<file path="src/rtl/sha256_pkg.sv">
// Shared constants and types for the SHA-256 message-schedule expander.
//   S0_*/S1_*   : rotate/shift amounts of the small sigma functions s0/s1
//   BLOCK_WORDS : message words per 512-bit block
//   MAX_ROUNDS  : largest schedule length supported
//   state_e     : schedule FSM states
package sha256_pkg;

  localparam int unsigned S0_R1 = 7;
  localparam int unsigned S0_R2 = 18;
  localparam int unsigned S0_SH = 3;
  localparam int unsigned S1_R1 = 17;
  localparam int unsigned S1_R2 = 19;
  localparam int unsigned S1_SH = 10;

  localparam int unsigned BLOCK_WORDS = 16;
  localparam int unsigned MAX_ROUNDS  = 64;

  typedef enum logic {
    LOAD = 1'b0,
    EMIT = 1'b1
  } state_e;

endpackage

</file>
<file path="src/rtl/sha256_small_sigma.sv">
// SHA-256 small sigma: y = ROTR(x,R1) ^ ROTR(x,R2) ^ SHR(x,SH). Purely combinational.
//   x : input word
//   y : sigma result
module sha256_small_sigma #(
  parameter int unsigned R1 = 7,
  parameter int unsigned R2 = 18,
  parameter int unsigned SH = 3
) (
  input  logic [31:0] x,
  output logic [31:0] y
);

  logic [31:0] rot1;
  logic [31:0] rot2;
  logic [31:0] shr;

  assign rot1 = (x >> R1) | (x << (32 - R1));
  assign rot2 = (x >> R2) | (x << (32 - R2));
  assign shr  = x >> SH;
  assign y    = rot1 ^ rot2 ^ shr;

endmodule

</file>
<file path="src/rtl/sha256_msg_schedule.sv">
// Streaming SHA-256 message-schedule expander. Loads 16 message words, then
// emits W[0..ROUNDS-1] one per cycle under valid/ready handshaking.
//   clock, reset       : rising-edge clock, async active-high reset
//   flush              : synchronous abort of the current block
//   in_valid/in_ready/in_data   : message word input (W[0] first)
//   out_valid/out_ready/out_data: schedule word output
//   out_index          : t of the word on out_data
//   out_last           : marks W[ROUNDS-1]
//   busy               : high while emitting
//
// state | meaning
// LOAD  | accepting message words into the buffer
// EMIT  | presenting schedule words, expanding in place for t >= 16
module sha256_msg_schedule
  import sha256_pkg::*;
#(
  parameter int unsigned ROUNDS = 64
) (
  input  logic        clock,
  input  logic        reset,
  input  logic        flush,
  input  logic        in_valid,
  output logic        in_ready,
  input  logic [31:0] in_data,
  output logic        out_valid,
  input  logic        out_ready,
  output logic [31:0] out_data,
  output logic [5:0]  out_index,
  output logic        out_last,
  output logic        busy
);

  localparam logic [5:0] LAST_T = 6'(ROUNDS - 1);

  state_e      state_q, state_d;
  logic [3:0]  cnt_q, cnt_d;
  logic [5:0]  t_q, t_d;
  logic [31:0] wbuf_q [BLOCK_WORDS];
  logic [31:0] wbuf_d [BLOCK_WORDS];

  logic [3:0]  t_lo, i_m2, i_m7, i_m15;
  logic [31:0] s0_out, s1_out;
  logic [31:0] w_exp, w_cur;
  logic        in_fire, out_fire, expanding;

  // The 16-entry ring holds W[t-16..t-1]; slot t&15 holds W[t-16], which is
  // overwritten by W[t] once it is handed off.
  assign t_lo  = t_q[3:0];
  assign i_m2  = t_lo + 4'd14;
  assign i_m7  = t_lo + 4'd9;
  assign i_m15 = t_lo + 4'd1;

  sha256_small_sigma #(.R1(S0_R1), .R2(S0_R2), .SH(S0_SH)) u_s0 (
    .x (wbuf_q[i_m15]),
    .y (s0_out)
  );

  sha256_small_sigma #(.R1(S1_R1), .R2(S1_R2), .SH(S1_SH)) u_s1 (
    .x (wbuf_q[i_m2]),
    .y (s1_out)
  );

  assign w_exp     = s1_out + wbuf_q[i_m7] + s0_out + wbuf_q[t_lo];
  assign expanding = (t_q[5:4] != 2'b00);
  assign w_cur     = expanding ? w_exp : wbuf_q[t_lo];

  assign in_ready  = (state_q == LOAD);
  assign out_valid = (state_q == EMIT);
  assign busy      = (state_q == EMIT);
  assign out_data  = (state_q == EMIT) ? w_cur : 32'd0;
  assign out_index = t_q;
  assign out_last  = (state_q == EMIT) && (t_q == LAST_T);

  assign in_fire  = in_valid && in_ready;
  assign out_fire = out_valid && out_ready;

  always_comb begin
    state_d = state_q;
    cnt_d   = cnt_q;
    t_d     = t_q;
    wbuf_d  = wbuf_q;
    if (flush) begin
      state_d = LOAD;
      cnt_d   = 4'd0;
      t_d     = 6'd0;
    end else begin
      case (state_q)
        LOAD: begin
          if (in_fire) begin
            wbuf_d[cnt_q] = in_data;
            cnt_d         = cnt_q + 4'd1;
            if (cnt_q == 4'd15) begin
              state_d = EMIT;
              t_d     = 6'd0;
            end
          end
        end
        EMIT: begin
          if (out_fire) begin
            if (expanding) begin
              wbuf_d[t_lo] = w_cur;
            end
            if (t_q == LAST_T) begin
              state_d = LOAD;
              cnt_d   = 4'd0;
              t_d     = 6'd0;
            end else begin
              t_d = t_q + 6'd1;
            end
          end
        end
        default: state_d = LOAD;
      endcase
    end
  end

  always_ff @(posedge clock or posedge reset) begin
    if (reset) begin
      state_q <= LOAD;
      cnt_q   <= 4'd0;
      t_q     <= 6'd0;
      wbuf_q  <= '{default: 32'd0};
    end else begin
      state_q <= state_d;
      cnt_q   <= cnt_d;
      t_q     <= t_d;
      wbuf_q  <= wbuf_d;
    end
  end

endmodule

</file>
<file path="config.mk">
export PLATFORM = sky130hd
export DESIGN_NAME = sha256_msg_schedule
export DESIGN_NICKNAME = d
export VERILOG_FILES = /design/src/rtl/sha256_pkg.sv /design/src/rtl/sha256_small_sigma.sv /design/src/rtl/sha256_msg_schedule.sv
export SDC_FILE = /design/constraint.sdc
export NUM_CORES = 2
export LEC_CHECK = 0
export BUFFER_PORTS_ARGS = -buffer_cell sky130_fd_sc_hd__buf_2
export CAP_MARGIN = 30
export CORE_ASPECT_RATIO = 0.9
export CORE_MARGIN = 1.5
export CORE_UTILIZATION = 30
export CTS_CLUSTER_DIAMETER = 150
export CTS_CLUSTER_SIZE = 25
export DETAILED_ROUTE_END_ITERATION = 8
export SLEW_MARGIN = 20
export SYNTH_ARGS = -nofsm -noshare
export SYNTH_HDL_FRONTEND = slang
export SYNTH_SLANG_ARGS = --single-unit
</file>
<file path="constraint.sdc">
create_clock -name clock -period 26.4 [get_ports clock]
set_clock_uncertainty 0.2 [all_clocks]
set_input_delay 5.28 -clock clock [delete_from_list [all_inputs] [get_ports clock]]
set_output_delay 5.28 -clock clock [all_outputs]
set_load 0.02 [all_outputs]
</file>
==> results.md <==
- Area fraction of the dominant cell type after synthesis: between 30% and 40%
- Placed Instance Area: 43400 um2
- Fillers: between 10000 and 15000
- Endpoint type of the worst setup path: primary output
- Slew headroom: between 10% and 20%
- GRT Total Usage: 28.2%
- Worst slew pin tran: 1240 ps
- MaxCap Viol Count: 0
- Required time worst endpoint: ~21000 ps
- Fin nets: 4070
- Sequential area share after synthesis: a little under a third
- Post-CTS resize count: 0
- Worst Path Arrival: around 11000 ps
- CTS Root Cell: clkbuf_16
- Outcome: complete, no violations
- Dpl hpwl: roughly 130 mm
- Total number of vias: 38400
- Antenna violations before repair: 9
- Synth area leaders: dfrtp_1 (32%), mux4_2 (23%), nor2_1 (5.3%), a221oi_1 (4.0%), nand2_1 (3.8%)
- PwrDens: approximately 54 nW/um2
- CTS buffer count: 24
- # IOs: between 70 and 80
- Largest net degree at the start of global routing: around 150
- 1st-iter DRT viols: around 6500
- Layout cells sized above 1: 20.5%
- Fin crit share: ~60%
- Sequential power share: roughly two fifths
- Die Footprint: 139000 um2
- Startpoint Class: flip-flop
- Initial Utilization: ~30%
- RD Place Congestion: 1.02
- Drt total wl: roughly 200 mm
- Slowest cell on crit path: ha_4
- Vias in the first global route: about 35000
- Post-route insts no fill: 5756
- Max incr delay on CP: just under 900 ps
- WP buf/inv: 8
- CP dominant cell by count: inv_1
- # rows: roughly 130
- Design area: between 40000 and 50000 um2
- Vias/cell: ~6.7
- Asr flop ratio synth: 100%
- Mean Syn Cell Area: a little over 10 um2
- Fin crit period: ~16000 ps
- Int Pwr: about 1.4 mW
- IO Port Bufs: 78
- Final setup viols: 0
- GRT Residual Overflow: 0
- Final Hold Vio Count: 0
- Final slew viol count: 0
- Hold_ws: around 320 ps
- Core area: 136000 um2
- Number of synthesized flops with an enable pin: 0
- Crit-path max FO: 45
- Syn_nets: between 4000 and 5000
- Clk Latency, worst-skew pair: 660 ps
- DR WL/cell: ~35 um
- Postcts setup bufs: 0
- Clock transition at the registers of the reported paths: approximately 120 ps
- Clk pwr share: 20.0%
- Sw power: roughly 0.98 mW
- First-pass GRT wire length: roughly 280 mm
- Post-DRT Antenna Nets: 0
- Main synth FF type: dfrtp_1
- Leak: roughly 17 nW
- DRC viols: 0
- RSZ-0062 raised after global routing: false
- Die height: 354 um
- H-tree depth: 1
- Area leader, netlist: dfrtp_1
- Comb pwr share: 41.6%
- Top delay family on crit path: buffers and inverters
- Sw frac: ~40%
- Hold_buf cts: 0
- #FFs+latches synth: ~520
- Synthesized cell area: about 40000 um2
- Synth warn: 0
- Final TNS setup: 0 ps
- Die W: a little under 400 um
- Post-Place Cells: about 5700
- CTS Sinks: between 500 and 600
- Area grow syn2layout: 7.39%
- CTS max path bufs: 3
- Final Power: approximately 2.4 mW
- Synth Instances: 4091
- Fmax: between 60 and 70 MHz
- Max VDD drop: slightly above 60 uV
- CTS tree: done
- HP Class: reg2reg
- DRT Pass-1 Iters: 9
- Yosys cell types: 78
- CP Class: reg2out
[cells in the mapped netlist (6+ instances only)]
master,instances
ha_1,41
o221ai_1,15
a221oi_1,186
nor2b_1,26
a211oi_1,19
xnor2_1,118
inv_1,122
or3_1,9
buf_1,21
buf_4,27
o21ai_0,199
o21ai_1,11
a21o_1,20
a221o_1,40
a22oi_1,14
dfrtp_1,523
nand2_1,413
and3_1,26
mux4_2,425
clkbuf_1,286
buf_2,71
nand3_1,127
mux2_2,46
o21a_1,22
or2_2,9
o22ai_1,33
buf_6,15
a32oi_1,9
o31ai_1,9
a311oi_1,8
nor3_1,51
a31oi_1,27
a21oi_1,189
o211ai_1,101
fa_1,62
mux2i_1,51
nor2_1,576
and2_1,49
a221oi_2,6
xor2_1,15
[worst min-delay path, delay by kind of cell (launching register included)]
kind	cells	cell delay (ps)
AOI/OAI and AO/OA	1	60
DFF	1	380
and+or+nand+nor	1	50
[final timing paths]
| path | to | from | slack [ps] | depth (start not counted) |
|---|---|---|---|---|
| max | out_data[11] | out_index[1] | 10240 | 25 |
| max in group asynchronous | wbuf_q[132] | reset | 19260 | 5 |
| min | wbuf_q[265] | wbuf_q[265] | 320 | 2 |
| min in group asynchronous | wbuf_q[221] | reset | 4600 | 2 |
| min reg2reg | wbuf_q[265] | wbuf_q[265] | 320 | 2 |
| max reg2reg | wbuf_q[155] | out_index[1] | 16030 | 24 |
[cell families (layout without fill, tap and decap cells)]
group	after synthesis	count (layout)	share of synthesized area (%)
AOI/OAI and AO/OA	947	947	15.9
buffers and inverters	545	385	5.74
muxes	523	523	25.8
DFF	523	523	31.8
xor gates and xnor gates	135	135	2.91
and+or+nand+nor	1315	1315	13.5
adders and majority gates	103	103	4.27
other	0	5	0
[state kept, by name, indices dropped and copies added, names as in the netlist]
name and cells:
out_index 6, busy 1, cnt_q 4, wbuf_q 512
[cells in the final DEF, fill, tap and decap left out, types with 62 or more instances in the layout]
master	n
a21oi_1	188
a221oi_1	186
buf_2	78
buf_4	137
dfrtp_1	519
fa_1	62
inv_1	121
mux4_2	425
nand2_1	399
nand3_1	127
nor2_1	575
o211ai_1	101
o21ai_0	199
xnor2_1	117
[area by class of cell]
type / instances / area (um2) / area share (%)
antenna: 5 / 12.5 / 0.0283
clock buffer: 27 / 643 / 1.46
inverter: 124 / 473 / 1.07
multi-input combinational: 3023 / 25900 / 58.6
sequential: 523 / 13100 / 29.7
tap: 1820 / 2280 / 5.16
timing repair buffer: 234 / 1790 / 4.05
[power groups by stage]
stage | clock (mW) | sequential (mW) | combinational [mW]
6_report | 0.474 | 0.909 | 0.985
3_3_place_gp | 0 | 0.916 | 0.947
5_1_grt | 0.494 | 0.914 | 1.05
4_1_cts | 0.470 | 0.904 | 0.952
2_1_floorplan | 0 | 0.902 | 0.656
3_5_place_dp | 0 | 0.920 | 0.946
[metal layers]
layer / track usage (%) / vias up / part of all wire [%]
met3: 12.4 / 718 / 16
li1: - / 14900 / -
met5: 1.65 / - / 0.19
met4: 15.3 / 12 / 6.8
met1: 36.5 / 19400 / 37
met2: 39.0 / 3372 / 41
[per-stage QoR]
stage | util [%] | setup WS (ps)
global placement | 31.7 | 11180
global route | 32.5 | 9830
floorplan | - | 6310
finish | 32.6 | 10240
detailed placement | 32.0 | 10950
CTS | 32.4 | 10240
(Power assumes the default switching activity.)
